`config.mk`:
```
export PLATFORM = sky130hd
export DESIGN_NAME = uart_ctrl
export DESIGN_NICKNAME = d
export VERILOG_FILES = /design/src/rtl/uart_ctrl_pkg.sv /design/src/rtl/uart_baud_gen.sv /design/src/rtl/uart_ctrl.sv
export SDC_FILE = /design/constraint.sdc
export NUM_CORES = 1
export LEC_CHECK = 0
export ABC_AREA = 1
export ABC_CLOCK_PERIOD_IN_PS = 2180
export BUFFER_PORTS_ARGS = -buffer_cell sky130_fd_sc_hd__buf_2
export CAP_MARGIN = 30
export CORE_ASPECT_RATIO = 1.75
export CORE_MARGIN = 3
export CORE_UTILIZATION = 41
export DETAILED_ROUTE_END_ITERATION = 12
export PLACE_DENSITY = 0.73
export SETUP_SLACK_MARGIN = 0.5
export SLEW_MARGIN = 20
export SYNTH_ARGS = -nofsm -noshare
export SYNTH_HDL_FRONTEND = slang
export SYNTH_SLANG_ARGS = --single-unit
```
`constraint.sdc`:
```
create_clock -name clk -period 2.18 [get_ports clk]
set_input_delay 0.436 -clock clk [delete_from_list [all_inputs] [get_ports clk]]
set_output_delay 0.436 -clock clk [all_outputs]
set_load 0.01 [all_outputs]
```
`src/rtl/uart_ctrl_pkg.sv`:
```
// Shared definitions for the UART controller: register offsets, CON bit map, TX FSM states.
// The RX FIFO depth is only used when UART_RX_FIFO_EN is defined.
package uart_ctrl_pkg;

    localparam logic [31:0] TXD_OFS = 32'h0;
    localparam logic [31:0] RXD_OFS = 32'h4;
    localparam logic [31:0] CON_OFS = 32'h8;

    localparam int CON_TX_IRQ_EN = 0;
    localparam int CON_RX_IRQ_EN = 1;
    localparam int CON_RX_DONE   = 2;
    localparam int CON_TX_DONE   = 3;
    localparam int CON_TX_BUSY   = 4;
    localparam int CON_OVERRUN   = 5;

    localparam int RX_FIFO_DEPTH = 4;

    typedef enum logic [1:0] {
        IDLE = 2'd0,
        REQ  = 2'd1,
        BUSY = 2'd2
    } tx_state_e;

    function automatic logic [31:0] con_pack(input logic [1:0] irq_en, input logic rx_done,
                                             input logic tx_done, input logic tx_busy,
                                             input logic overrun);
        logic [31:0] w;
        w = '0;
        w[CON_TX_IRQ_EN] = irq_en[0];
        w[CON_RX_IRQ_EN] = irq_en[1];
        w[CON_RX_DONE]   = rx_done;
        w[CON_TX_DONE]   = tx_done;
        w[CON_TX_BUSY]   = tx_busy;
        w[CON_OVERRUN]   = overrun;
        return w;
    endfunction

endpackage

```
`src/rtl/uart_baud_gen.sv`:
```
// Free-running divider producing a one-cycle br_tick_16 enable every DIV clocks.
module uart_baud_gen #(
    parameter int unsigned DIV = 651
) (
    input  logic clk,
    input  logic reset,
    output logic br_tick_16
);

    logic [15:0] cnt_q, cnt_d;
    logic        tick;

    always_comb begin
        tick  = (cnt_q == 16'(DIV - 1));
        cnt_d = tick ? 16'd0 : cnt_q + 16'd1;
    end

    assign br_tick_16 = tick;

    always_ff @(posedge clk) begin
        if (reset) begin
            cnt_q <= '0;
        end else begin
            cnt_q <= cnt_d;
        end
    end

endmodule

```
`src/rtl/uart_ctrl.sv`:
```
// Memory-mapped UART controller: TXD/RXD/CON registers, TX request handshake, RX capture, irq.
// Define UART_RX_FIFO_EN to back RXD with a 4-entry receive FIFO instead of a single register.
module uart_ctrl
    import uart_ctrl_pkg::*;
#(
    parameter int unsigned CLK_FREQ  = 100000000,
    parameter int unsigned BAUD      = 9600,
    parameter logic [31:0] BASE_ADDR = 32'h40000018
) (
    input  logic        clk,
    input  logic        reset,
    input  logic [31:0] addr,
    input  logic [31:0] wdata,
    input  logic        mem_read,
    input  logic        mem_write,
    output logic [31:0] rdata,
    output logic        br_tick_16,
    input  logic [7:0]  rx_data,
    input  logic        rx_status,
    output logic [7:0]  tx_data,
    output logic        tx_en,
    input  logic        tx_status,
    output logic        irq
);

    localparam int unsigned BR_DIV = CLK_FREQ / (BAUD * 16);

    uart_baud_gen #(.DIV(BR_DIV)) u_baud_gen (
        .clk        (clk),
        .reset      (reset),
        .br_tick_16 (br_tick_16)
    );

    logic sel_txd, sel_rxd, sel_con;
    logic wr_txd, wr_con, rd_con;

    assign sel_txd = (addr == BASE_ADDR + TXD_OFS);
    assign sel_rxd = (addr == BASE_ADDR + RXD_OFS);
    assign sel_con = (addr == BASE_ADDR + CON_OFS);
    assign wr_txd  = mem_write & sel_txd;
    assign wr_con  = mem_write & sel_con;
    assign rd_con  = mem_read & sel_con;

    logic        rx_status_dly_q, rx_rise;
    logic [1:0]  irq_en_q, irq_en_d;
    logic        tx_done_q, tx_done_d, tx_done_set;
    logic        overrun_q, overrun_d, ovr_set;
    logic        irq_q, irq_d;
    tx_state_e   state_q, state_d;
    logic [7:0]  tx_data_q, tx_data_d;
    logic        rx_done;
    logic [7:0]  rxd_val;
    logic [31:0] con_word;
    logic        unused_wdata;

    assign rx_rise      = rx_status & ~rx_status_dly_q;
    assign unused_wdata = ^wdata[31:8];

`ifdef UART_RX_FIFO_EN
    logic       rd_rxd, fifo_empty, fifo_full, push, pop;
    logic [7:0] fifo_mem [RX_FIFO_DEPTH];
    logic [1:0] wr_ptr_q, wr_ptr_d, rd_ptr_q, rd_ptr_d;
    logic [2:0] count_q, count_d;

    assign rd_rxd = mem_read & sel_rxd;

    // A full FIFO still accepts a byte when the same cycle pops the head.
    always_comb begin
        fifo_empty = (count_q == 3'd0);
        fifo_full  = (count_q == 3'(RX_FIFO_DEPTH));
        pop        = rd_rxd & ~fifo_empty;
        push       = rx_rise & (~fifo_full | pop);
        ovr_set    = rx_rise & fifo_full & ~pop;
        wr_ptr_d   = push ? wr_ptr_q + 2'd1 : wr_ptr_q;
        rd_ptr_d   = pop ? rd_ptr_q + 2'd1 : rd_ptr_q;
        count_d    = count_q + {2'b00, push} - {2'b00, pop};
        rx_done    = ~fifo_empty;
        rxd_val    = fifo_empty ? 8'h00 : fifo_mem[rd_ptr_q];
    end

    always_ff @(posedge clk) begin
        if (push) begin
            fifo_mem[wr_ptr_q] <= rx_data;
        end
    end

    always_ff @(posedge clk) begin
        if (reset) begin
            wr_ptr_q <= '0;
            rd_ptr_q <= '0;
            count_q  <= '0;
        end else begin
            wr_ptr_q <= wr_ptr_d;
            rd_ptr_q <= rd_ptr_d;
            count_q  <= count_d;
        end
    end
`else
    logic [7:0] rxd_q, rxd_d;
    logic       rx_done_q, rx_done_d;

    // A new byte always overwrites RXD; overrun only records that the old one was unread.
    always_comb begin
        ovr_set   = rx_rise & rx_done_q;
        rxd_d     = rx_rise ? rx_data : rxd_q;
        rx_done_d = rx_rise | (rx_done_q & ~rd_con);
        rx_done   = rx_done_q;
        rxd_val   = rxd_q;
    end

    always_ff @(posedge clk) begin
        if (reset) begin
            rxd_q     <= '0;
            rx_done_q <= 1'b0;
        end else begin
            rxd_q     <= rxd_d;
            rx_done_q <= rx_done_d;
        end
    end
`endif

    always_comb begin
        state_d     = state_q;
        tx_data_d   = tx_data_q;
        tx_done_set = 1'b0;
        tx_en       = 1'b0;
        case (state_q)
            IDLE: begin
                if (wr_txd) begin
                    tx_data_d = wdata[7:0];
                    if (tx_status) begin
                        state_d = REQ;
                    end
                end
            end
            REQ: begin
                tx_en = 1'b1;
                if (!tx_status) begin
                    state_d = BUSY;
                end
            end
            BUSY: begin
                if (tx_status) begin
                    tx_done_set = 1'b1;
                    state_d     = IDLE;
                end
            end
            default: state_d = IDLE;
        endcase
    end

    // Flag sets take priority over the clear caused by a CON read in the same cycle.
    always_comb begin
        irq_en_d  = wr_con ? wdata[1:0] : irq_en_q;
        tx_done_d = tx_done_set | (tx_done_q & ~rd_con);
        overrun_d = ovr_set | (overrun_q & ~rd_con);
        irq_d     = (irq_en_q[0] & tx_done_q) | (irq_en_q[1] & rx_done);
        con_word  = con_pack(irq_en_q, rx_done, tx_done_q, state_q != IDLE, overrun_q);
    end

    always_comb begin
        rdata = '0;
        if (mem_read) begin
            if (sel_txd) begin
                rdata = {24'h0, tx_data_q};
            end else if (sel_rxd) begin
                rdata = {24'h0, rxd_val};
            end else if (sel_con) begin
                rdata = con_word;
            end
        end
    end

    always_ff @(posedge clk) begin
        if (reset) begin
            rx_status_dly_q <= 1'b0;
            irq_en_q        <= '0;
            tx_done_q       <= 1'b0;
            overrun_q       <= 1'b0;
            irq_q           <= 1'b0;
            state_q         <= IDLE;
            tx_data_q       <= '0;
        end else begin
            rx_status_dly_q <= rx_status;
            irq_en_q        <= irq_en_d;
            tx_done_q       <= tx_done_d;
            overrun_q       <= overrun_d;
            irq_q           <= irq_d;
            state_q         <= state_d;
            tx_data_q       <= tx_data_d;
        end
    end

    assign tx_data = tx_data_q;
    assign irq     = irq_q;

endmodule

```
# Word level (Yosys, flattened, before mapping)
# Cells that the tools add are included.
# Widths: inputs -> output; s select.
# classes
bitwise_logic	16
n_eq_ne	10
mux	12
reduce_logical	5
add_sub_neg	1
# op_table
cell	count
$eq 32x31->1 const B	3
$mux 8	3
$add 16x1->16 const B	1
$eq 16x10->1 const B	1
$and 1x1->1	10
$mux 2	4
$ne 2x2->1 const B	4
$mux 6	1
$pmux 2 s3	1
$or 1x1->1	4
$reduce_and 4->1	1
$mux 1	3
$eq 2x1->1 const B	1
$eq 2x2->1 const B	1
$logic_not 2->1	1
$not 1->1	2
$reduce_and 2->1	1
$reduce_bool 2->1	1
$reduce_or 2->1	1
# word_totals
output_inout_bits	43
regBits	41

# Longest topological paths before layout
# Gate-level depths: netlist of run 1.
# logic_depth
ltp_word	5
depth_mapped	11

# By module
# A second synthesis of run 1 with hierarchy kept.
# unflattened
hier_cells	416
area_unflattened_um2	2736.4
# modules_own_cells
mod	instances	area_per_inst_um2	seq_area_each_um2	cells_each
uart_ctrl	1	1783.0	500.5	280
uart_baud_gen	1	953.4	320.3	136

# Least setup slack after synthesis of run 1
# Ideal clock, no wire load.
# synth_timing
kind	input to output
start	in addr[1]
end	out rdata[6]
t_required_ps	1744
cell_stages	8
arrival_time_ps	1380
path_slack_ps	364
cell_sequence	nor2_1 > nand2_1 > nor2_1 > nand2_1 > nor2_4 > buf_6 > nand2_1 > a21oi_1
# synth_via
elab_chain_len	4
word_cells_on_any_way	5
# synth_rtl
item	line_no	rtl
from (decl)	uart_ctrl.sv:12	input logic [31:0] addr,
$eq 32x31->1	uart_ctrl.sv:38	assign sel_rxd = (addr == BASE_ADDR + RXD_OFS);
$mux 8	uart_ctrl.sv:166	end else if (sel_rxd) begin
$mux 8 (*)	uart_ctrl.sv:164	if (sel_txd) begin
$mux 8 (*)	uart_ctrl.sv:163	if (mem_read) begin
to (decl)	uart_ctrl.sv:16	output logic [31:0] rdata,
# Every way passes the cells marked *; elsewhere a longest branch is shown, timed or not.

# Final worst setup path of run 1
# layout_timing
start	in addr[11]
end	out rdata[7]
# The elaborated chain is that of the path after synthesis.

==> results by group, run 1 <==
Global route
  – Vias in the first global route: 2512
  – Met1 Usage GRT: 16.8%
  – Total track usage: 17.6%
  – Initial antenna violation count: 0
  – Largest net degree at the start of global routing: 20
  – M2 GR Usage: 35.5%
  – First-pass GRT wire length: 10100 um
  – Met3 Use GR: 2.04%
  – GRT Residual Overflow: 0
  – GR peak layer: met2

Logic synthesis
  – Syn Area/Cell: 6.32 sq um
  – Yosys cell types: 29
  – Seq/Total Area, Yosys: 32.6%
  – Top post-synthesis cells by area: dfxtp_1, nand2_1, nor2_1
  – Asr flop ratio synth: 0%
  – Post-synth top area cell: dfxtp_1
  – Synth top area share: 32.6%
  – Top FF cell, synth: dfxtp_1
  – Count leader, synth: nand2_1
  – Cells after synthesis: 398
  – Synth warn: 0
  – Syn Std Cell Area: 2510 sq um
  – Synth Register Bits: 41
  – Post-synth EDFFs: 0
  – Synth cell count leaders: nand2_1, nor2_1, inv_1

Power and ir drop
  – Pwr Density: 478 nW/um^2
  – Power Total: 1610 uW
  – VDD IR max: 0.376 mV
  – Static Leakage: 0.00162 uW

Floorplan
  – I/O Pins: 121
  – FP Rows: 37
  – Initial core utilization: 42.4%
  – Die Ht: 110 um
  – Core area: 5930 sq um
  – Chip Width: 65.2 um
  – Die area: 7150 sq um

Critical path
  – RR Endpoint: u_baud_gen.cnt_q[14]$_SDFF_PP0_
  – Critical path class: in -> out
  – Critical path, cell by cell: buf_6 > nor2_4 > nand2_1 > nor2_2 > nand2_2 > nor2_4 > clkbuf_16 > nand2_4 > a21oi_2 > buf_2
  – Crit path buf inv count: 3
  – Top cell by count, worst path: nor2_4
  – Top Family by Delay on Critical Path: simple AND/OR/NAND/NOR gates
  – Worst path depth: 10
  – Worst R2R Path Depth: 10
  – Critical path fanouts, max: 5
  – Flop2flop setup slack: 0.72 ns
  – Crit. Startpoint: addr[11]
  – Critical path endpoint: rdata[7]
  – Crit-path slowest cell: nor2_4
  – Max incr delay on CP: 0.19 ns
  – CP arrival: 1.61 ns
  – Req. time, crit path: 1.74 ns
  – Critical Path Start Type: input port
  – RR Startpoint: u_baud_gen.cnt_q[1]$_SDFF_PP0_
  – CP endpoint kind: output port

Placement
  – Placed cells: 545
  – Post-DP HPWL: 4770 um
  – Final Wtd Congestion: 0.883
  – Count of input and output buffers: 72

Route
  – Total number of vias: 2663
  – Wire length per cell: 11.5 um
  – Vias/cell: 4.73
  – Drt pass-1 iters: 4
  – DRT iter0 DRCs: 149
  – Antenna Nets Post-Route: 0
  – DRC errors left: 0
  – Post-Route WL: 6470 um

Timing
  – Final setup violation count: 0
  – Final Hold Fails: 0
  – Maximum operating frequency: 0.489 GHz
  – Period utilization: 93.8%
  – Slew Limit Fails: 0
  – Setup TNS: 0 ns
  – Minimum clock period: 2.05 ns
  – Worst Skew: 0.00912 ns
  – Unrepaired setup endpoints after global routing: yes

Clock tree
  – CTS sink cnt: 41
  – Worst-path clk slew: 0.08 ns
  – Clock Latency Late Sink: 0.29 ns
  – Max clock buf depth: 2
  – Htree depth: 2
  – Clock root buffer: clkbuf_8
  – CTS tree: yes
  – CTS Buf Count: 5

Finish
  – Synth-to-Final Area Change: 33.7%
  – Nets@finish: 564
  – Finished Layout Cells: 563
  – N_diodes: 0
  – Share of cells above drive strength 1: 33.0%

Outcome
  – Outcome: completed

Hold path
  – Hold Path Class: in -> reg

Flow run
  – Max Cap Violations: 0
-- logic make-up (layout without fill, tap and decap cells) --
| family | Yosys count | count (layout) | synth area share, % |
|---|---|---|---|
| AND/OR/NAND/NOR | 229 | 229 | 41.2 |
| buffers and inverters | 92 | 156 | 17.8 |
| flip-flops | 41 | 41 | 32.6 |
| AO/OA/AOI/OAI | 30 | 30 | 6.12 |
| XOR/XNOR | 3 | 3 | 1.04 |
| adder cells (fa/ha/maj) | 2 | 2 | 0.995 |
| other | 1 | 24 | 0.149 |
-- sequential cells by signal, summed over array words and instances (netlist names) --
| signal | cells |
|---|---|
| rx_done | 1 |
| state_q | 2 |
| rx_status_dly_q | 1 |
| u_baud_gen.cnt_q | 16 |
| irq_en_q | 2 |
| tx_done_q | 1 |
| rxd_q | 8 |
| overrun_q | 1 |
| irq | 1 |
| tx_data | 8 |
-- final cells by class --
cell class              instances  area, sq um
inverters                      62          243
clock inverters                 1         30.0
clock buffers                   7         86.3
well taps                      78         97.6
flip-flops and latches         41          823
multi-input cells             288         1500
fillers                       590         2560
repair buffers                 86          586
-- where the power goes --
group	switching [uW]	internal (uW)	leakage (uW)
Sequential	12.6	768	0.000334
Combinational	108	83.0	0.00123
Clock	262	374	0.0000585
-- through the flow --
step                      util [%]  hold slack, ns  area (sq um)  setup slack, ns
after global placement        49.4           0.449          2930           0.0683
after CTS                     53.7           0.325          3180            0.188
after global routing          56.7           0.342          3360           0.0308
after detailed placement      49.4           0.459          2930           0.0548
after floorplan                  -           0.435          2660            0.435
final                         56.7           0.330          3360            0.134
-- placed cells by master (no fill, tap or decap), types with 2 or more instances in the layout --
cell,synthesis,routed
nand2_1,80,69
nor2_1,79,68
buf_2,1,57
inv_1,57,48
dfxtp_1,41,39
conb_1,1,24
nand3_1,26,19
nand4_1,16,16
a21oi_1,19,16
nand2_2,4,14
buf_6,1,14
nor2_4,5,13
buf_4,25,13
inv_2,4,11
nand3_2,2,9
o21ai_0,9,9
nor2_2,5,8
clkbuf_8,0,6
nor3_1,6,5
a21oi_2,1,4
xor2_1,3,3
nor3b_1,2,2
dfxtp_2,0,2
-- what timing repair did --
| item | 4_1_cts | 5_1_grt |
|---|---|---|
| pin swaps | 8 | 19 |
| hold buffers | 0 | 0 |
| cloned | 0 | 1 |
| gates resized for setup | 21 | 32 |
| endpoints found under the setup margin | 9 | 25 |
| setup buffers | 5 | 4 |
-- per-layer routing --
metal	up-vias	wire length, um
met5	-	0
met4	0	217
met3	19	352
met2	89	3730
met1	1197	2170
li1	1358	-
-- how the worst min path moves through the flow --
stage	endpoint	cells after the start	from
finish	state_q[1]$_SDFFE_PP0P_	2	tx_status
global route	state_q[1]$_SDFFE_PP0P_	2	tx_status
CTS	state_q[1]$_SDFFE_PP0P_	2	tx_status
detailed placement	u_baud_gen.cnt_q[13]$_SDFF_PP0_	2	u_baud_gen.cnt_q[13]$_SDFF_PP0_
global placement	u_baud_gen.cnt_q[13]$_SDFF_PP0_	2	u_baud_gen.cnt_q[13]$_SDFF_PP0_
floorplan	overrun_q$_SDFF_PP0_	2	overrun_q$_SDFF_PP0_
Note: power is estimated with default switching activity, not from simulation.
==> inputs of run 2 (changes only) <==
ABC_CLOCK_PERIOD_IN_PS = 2200   (was 2180)
clock period = 2.2 ns   (was 2.18 ns; I/O delays follow)
==> run 2 against run 1 <==
Routed wire length grew 1.3%. Utilization up 0.95 points. Sequential power fell by 0.8%. Non-clock buffer count unchanged. Sequential share of layout area down 0.40 points. First-iteration DRC count down 34%. Clock power up 2%. Combinational power about the same. Sequential cell count unchanged. Clock skew hardly changed. Power up 0.54%. Critical endpoint is now rdata[2].
==> results by group, run 2 (synthesis results as in run 1) <==
Finish
  – Post-layout util: 57.7% (was 56.7%)
  – Final Cell Area: 3420 sq um (was 3360 sq um)
  – Commonest non-fill, non-tap cell in the layout: nand2_1 (unchanged)
  – N_diodes: 0 (unchanged)
  – Multi-input logic area: 1530 sq um (was 1500 sq um)
  – Area occupied by registers: 823 sq um (unchanged)
  – Nets@finish: 564 (unchanged)
  – Share of cells above drive strength 1: 34.6% (was 33.0%)
  – Top reg by flops: u_baud_gen.cnt_q (unchanged)
  – Max reg flops: 16 (unchanged)
  – Most frequent cells in the layout: nand2_1, nor2_1, buf_2 (unchanged)
  – # fillers: 574 (was 590)
  – Synth-to-Final Area Change: 35.9% (was 33.7%)

Critical path
  – CP endpoint kind: output port (unchanged)
  – CP arrival: 1.64 ns (was 1.61 ns)
  – Req. time, crit path: 1.76 ns (was 1.74 ns)
  – Critical Path Start Type: input port (unchanged)
  – Critical path fanouts, max: 8 (was 5)
  – Critical path class: in -> out (unchanged)

Placement
  – Pre-CTS WS: 0.0584 ns (was 0.0548 ns)
  – Count of input and output buffers: 72 (unchanged)
  – Final Wtd Congestion: 0.883 (unchanged)
  – Post-DP HPWL: 4800 um (was 4770 um)
  – Post-DP Area: 2930 sq um (unchanged)

Floorplan
  – Die Ht: 110 um (unchanged)
  – Die area: 7150 sq um (unchanged)
  – Core area: 5930 sq um (unchanged)
  – FP Rows: 37 (unchanged)
  – Chip Width: 65.2 um (unchanged)
  – Initial core utilization: 42.4% (unchanged)
  – I/O Pins: 121 (unchanged)

Clock tree
  – Clock Latency Late Sink: 0.30 ns (was 0.29 ns)
  – Htree depth: 2 (unchanged)
  – CTS Buf Count: 5 (unchanged)
  – Max clock buf depth: 2 (unchanged)
  – Cts hold-fix bufs: 0 (unchanged)
  – CTS sink cnt: 41 (unchanged)
  – CTS tree: yes (unchanged)
  – Worst-path clk slew: 0.09 ns (was 0.08 ns)
  – Clock root buffer: clkbuf_8 (unchanged)

Global route
  – Initial antenna violation count: 0 (unchanged)
  – GRT Residual Overflow: 0 (unchanged)
  – Largest net degree at the start of global routing: 20 (unchanged)
  – Vias in the first global route: 2507 (was 2512)
  – Total track usage: 17.6% (about the same)
  – First-pass GRT wire length: 10100 um (about the same)

Timing
  – Minimum clock period: 2.08 ns
  – Period utilization: 94.6%
  – Maximum operating frequency: 0.481 GHz
  – Setup ws final: 0.119 ns (was 0.134 ns)
  – Final Hold Fails: 0 (unchanged)
  – Hold Slack: 0.323 ns (was 0.330 ns)
  – Setup TNS: 0 ns (unchanged)
  – Slew Limit Fails: 0 (unchanged)
  – Worst Skew: 0.00925 ns (was 0.00912 ns)
  – Unrepaired setup endpoints after global routing: yes (unchanged)
  – Final setup violation count: 0 (unchanged)

Route
  – Metal2 WL: 3680 um (was 3730 um)
  – Wire length per cell: 11.6 um (was 11.5 um)
  – Top sig layer: met4 (unchanged)
  – Post-Route WL: 6550 um (was 6470 um)
  – Vias/cell: 4.72 (was 4.73)
  – Routed metal-1 wirelength: 2330 um (was 2170 um)
  – Antenna Nets Post-Route: 0 (unchanged)
  – Drt pass-1 iters: 4 (unchanged)
  – DRC errors left: 0 (unchanged)
  – Met3 wire len: 310 um (was 352 um)
  – Total number of vias: 2657 (was 2663)
  – DRT iter0 DRCs: 99 (was 149)

Power and ir drop
  – VDD IR max: 0.458 mV (was 0.376 mV)
  – Static Leakage: 0.00162 uW (about the same)
  – Pwr Density: 473 nW/um^2 (was 478 nW/um^2)

Hold path
  – Hold Path Class: in -> reg (unchanged)

Flow run
  – Max Cap Violations: 0 (unchanged)

Outcome
  – Outcome: completed (unchanged)
run 2: where the power goes:
group | switching (uW) | internal, uW | total, uW
combinational | 109 | 85.4 | 194
clock | 277 | 369 | 646
sequential | 13.7 | 761 | 775
total | 400 | 1220 | 1620
run 2: worst paths after layout:
| check | cells after the start | from | slack [ns] | to |
|---|---|---|---|---|
| setup / recovery | 10 | addr[15] | 0.12 | rdata[2] |
| hold / removal | 2 | tx_status | 0.32 | state_q[1]$_SDFFE_PP0P_ |
| setup reg to reg | 10 | u_baud_gen.cnt_q[0]$_SDFF_PP0_ | 0.71 | u_baud_gen.cnt_q[14]$_SDFF_PP0_ |
| hold reg to reg | 2 | u_baud_gen.cnt_q[13]$_SDFF_PP0_ | 0.47 | u_baud_gen.cnt_q[13]$_SDFF_PP0_ |
run 2: through the flow:
stage          instances  total power (uW)
3_3_place_gp         545               948
6_report             563              1620
4_1_cts              558              1610
5_1_grt              563              1690
2_1_floorplan        421               906
3_5_place_dp         545               951
run 2: cell type report:
cell class                 instances  share of cell area [%]
clock inverter                     2                    1.10
timing repair buffer              86                    17.5
inverter                          62                    7.17
tap                               78                    2.86
multi-input combinational        288                    44.9
sequential                        41                    24.1
clock buffer                       6                    2.42
run 2: repair_timing:
item | in CTS | in global routing
pin swaps | 13 | 17
gates resized for setup | 23 | 42
setup endpoints to repair | 9 | 25
cloned | 0 | 1
endpoints found under the hold margin | 0 | 0
setup buffers | 5 | 4
run 2: metal layers:
layer	vias to the layer above	track usage (%)
met1	1199	16.6
met4	0	8.31
met2	76	34.8
met5	-	0
li1	1360	-
met3	22	3.48
run 2: worst max-delay path, cell delays in order:
cell,delay (ns)
buf_6,0.10
nor2_4,0.10
nand4_1,0.19
buf_4,0.20
nor2_4,0.19
nand3_1,0.12
nand3_2,0.08
nand2_1,0.07
inv_2,0.06
buf_6,0.09
==> inputs of run 3 (changes only) <==
CELL_PAD_IN_SITES_DETAIL_PLACEMENT = 1   (was not set)
CELL_PAD_IN_SITES_GLOBAL_PLACEMENT = 1   (was not set)
CORE_UTILIZATION = 31   (was 41)
PLACE_DENSITY = 0.82   (was 0.73)
==> run 3 against run 2 <==
Routed wire length up 56%. Final cell count up 3.2%. Register-to-register slack about the same. Hold slack better by 0.039 ns. Largest power group unchanged. Non-clock buffer count up 7. Sequential power about the same. Sequential cell count unchanged. The flow now finishes with violations (negative setup slack). Setup slack worse by 0.20 ns. Global-route usage up 0.61 points. Via count up 8.9%.
==> results by group, run 3 (synthesis results as in run 1) <==
Power and ir drop
  – Clock power share: 41.1% (was 40.0%)
  – Sw Pwr: 444 uW (was 400 uW)
  – Power Total: 1730 uW (was 1620 uW)
  – Sw Ratio: 25.7% (was 24.7%)
  – Static Leakage: 0.00174 uW (was 0.00162 uW)
  – P_int: 1280 uW (was 1220 uW)
  – Combinational power share: 13.9% (was 12.0%)
  – VDD IR max: 0.405 mV (was 0.458 mV)
  – Sequential power share: 45.0% (was 48.0%)
  – Pwr Density: 468 nW/um^2 (was 473 nW/um^2)

Critical path
  – Critical path fanouts, max: 8 (unchanged)
  – Top Family by Delay on Critical Path: simple AND/OR/NAND/NOR gates (unchanged)
  – Critical path, cell by cell: buf_2 > inv_1 > nand2_1 > nor2_1 > nand2_1 > nor2_4 > nand3_1 > nand3_4 > nand2_2 > inv_2 > buf_6 (was buf_6 > nor2_4 > nand4_1 > buf_4 > nor2_4 > nand3_1 > nand3_2 > nand2_1 > inv_2 > buf_6)
  – Crit path buf inv count: 4 (unchanged)
  – CP arrival: 1.84 ns (was 1.64 ns)
  – Crit-path slowest cell: nand3_1 (was buf_4)
  – Flop2flop setup slack: 0.72 ns (was 0.71 ns)
  – Worst R2R Path Depth: 10 (unchanged)
  – RR Startpoint: u_baud_gen.cnt_q[0]$_SDFF_PP0_ (unchanged)
  – RR Endpoint: u_baud_gen.cnt_q[14]$_SDFF_PP0_ (unchanged)
  – Req. time, crit path: 1.76 ns (about the same)
  – Critical path class: in -> out (unchanged)
  – CP endpoint kind: output port (unchanged)
  – Max incr delay on CP: 0.21 ns (was 0.20 ns)
  – Top cell by count, worst path: nand2_1
  – Critical Path Start Type: input port (unchanged)

Finish
  – Top reg by flops: u_baud_gen.cnt_q (unchanged)
  – Commonest non-fill, non-tap cell in the layout: nand2_1 (unchanged)
  – Most frequent cells in the layout: nand2_1, nor2_1, inv_1 (was nand2_1, nor2_1, buf_2)
  – Finished Layout Cells: 581 (was 563)
  – N_diodes: 0 (unchanged)
  – Max reg flops: 16 (unchanged)
  – Area occupied by registers: 826 sq um (was 823 sq um)
  – Synth-to-Final Area Change: 46.7% (was 35.9%)
  – # fillers: 979 (was 574)
  – Share of cells above drive strength 1: 37.5% (was 34.6%)
  – Multi-input logic area: 1600 sq um (was 1530 sq um)
  – Nets@finish: 572 (was 564)

Clock tree
  – Max clock buf depth: 2 (unchanged)
  – CTS Buf Count: 5 (unchanged)
  – Cts hold-fix bufs: 0 (unchanged)
  – CTS tree: yes (unchanged)
  – Htree depth: 2 (unchanged)
  – CTS sink cnt: 41 (unchanged)
  – Clock Latency Late Sink: 0.29 ns (was 0.30 ns)
  – Worst-path clk slew: 0.05 ns (was 0.09 ns)
  – Clock root buffer: clkbuf_16 (was clkbuf_8)

Timing
  – Period utilization: 104% (was 94.6%)
  – Worst Skew: 0.00680 ns (was 0.00925 ns)
  – Unrepaired setup endpoints after global routing: yes (unchanged)
  – Final setup violation count: 6 (was 0)
  – Minimum clock period: 2.28 ns (was 2.08 ns)
  – Setup ws final: -0.0816 ns (was 0.119 ns)
  – Maximum operating frequency: 0.438 GHz (was 0.481 GHz)
  – Slew Limit Fails: 0 (unchanged)
  – Final Hold Fails: 0 (unchanged)

Placement
  – Post-DP HPWL: 6000 um (was 4800 um)
  – Placed cells: 556 (was 545)
  – Final Wtd Congestion: 0.825 (was 0.883)
  – Count of input and output buffers: 72 (unchanged)

Route
  – Drt pass-1 iters: 4 (unchanged)
  – Post-Route WL: 10200 um (was 6550 um)
  – DRC errors left: 0 (unchanged)
  – Total number of vias: 2893 (was 2657)
  – DRT iter0 DRCs: 108 (was 99)
  – Vias/cell: 4.98 (was 4.72)
  – Antenna Nets Post-Route: 0 (unchanged)
  – Wire length per cell: 17.5 um (was 11.6 um)

Outcome
  – Outcome: complete, but fails checks (was completed)
  – Failing checks: negative setup slack

Floorplan
  – Chip Width: 74.1 um (was 65.2 um)
  – Die Ht: 125 um (was 110 um)
  – Die area: 9270 sq um (was 7150 sq um)
  – Initial core utilization: 32.6% (was 42.4%)
  – I/O Pins: 121 (unchanged)
  – FP Rows: 42 (was 37)
  – Core area: 7720 sq um (was 5930 sq um)

Global route
  – Largest net degree at the start of global routing: 20 (unchanged)
  – Initial antenna violation count: 0 (unchanged)
  – Total track usage: 18.2% (was 17.6%)
  – Vias in the first global route: 2905 (was 2507)
  – First-pass GRT wire length: 13100 um (was 10100 um)
  – GRT Residual Overflow: 0 (unchanged)

Hold path
  – Hold path depth: 2 (unchanged)
  – Hold Path Class: in -> reg (unchanged)
  – Hold Path End: state_q[1]$_SDFFE_PP0P_ (unchanged)
  – Hold_sp: tx_status (unchanged)

Flow run
  – Max Cap Violations: 0 (unchanged)
## run 3: cell types whose count changed in the layout (fill, tap and decap cells not counted), sizes merged
| cell | change |
|---|---|
| inv | -1 |
| buf | +7 |
| clkinvlp | +1 |
| clkinv | +3 |
| clkbuf | -1 |
| bufinv | -1 |
## run 3: stage by stage
step	hold WS [ns]	setup TNS [ns]	cell area, sq um	worst slack (ns)	utilization (%)
after floorplan	0.435	0	2660	0.447	-
after global placement	0.451	0	2950	0.0185	38.2
after detailed placement	0.469	0	2950	0.00646	38.2
after CTS	0.358	0	3400	0.150	44.1
after global routing	0.388	-0.798	3690	-0.135	47.8
final	0.362	-0.318	3690	-0.0816	47.8
## run 3: routing by layer
metal	routed length, um	track usage, %	vias up	part of all wire [%]
li1	-	-	1377	-
met2	5800	37.1	113	57
met4	478	8.64	0	4.7
met5	0	0	-	0
met3	511	3.37	37	5.0
met1	3400	15.3	1366	33
## run 3: worst max path at each step
stage	start	cells after the start	to
after global placement	addr[11]	11	rdata[1]
after CTS	addr[30]	13	rdata[4]
after floorplan	addr[11]	10	rdata[0]
after global routing	addr[5]	11	rdata[1]
final	addr[5]	11	rdata[4]
after detailed placement	addr[15]	11	rdata[4]
## run 3: layout make-up
cell class | instances | share of cell area, %
Tap cell | 88 | 2.98
Timing Repair Buffer | 93 | 20.4
Clock buffer | 5 | 3.39
Sequential cell | 41 | 22.4
Clock inverter | 3 | 0.475
Timing Repair inverter | 1 | 0.203
Inverter | 62 | 6.78
Multi-Input combinational cell | 288 | 43.4
## run 3: power by group through the flow
stage	logic (uW)	clock network, uW	registers, uW
2_1_floorplan	118	0	787
3_3_place_gp	160	0	791
3_5_place_dp	167	0	792
4_1_cts	183	738	776
5_1_grt	263	758	779
6_report	240	711	778
## run 3: timing repair
| action | 4_1_cts | 5_1_grt |
|---|---|---|
| pin swaps | 19 | 35 |
| cloned | 2 | 0 |
| setup buffers | 11 | 4 |
| gates resized for setup | 45 | 60 |
| setup endpoints to repair | 12 | 17 |
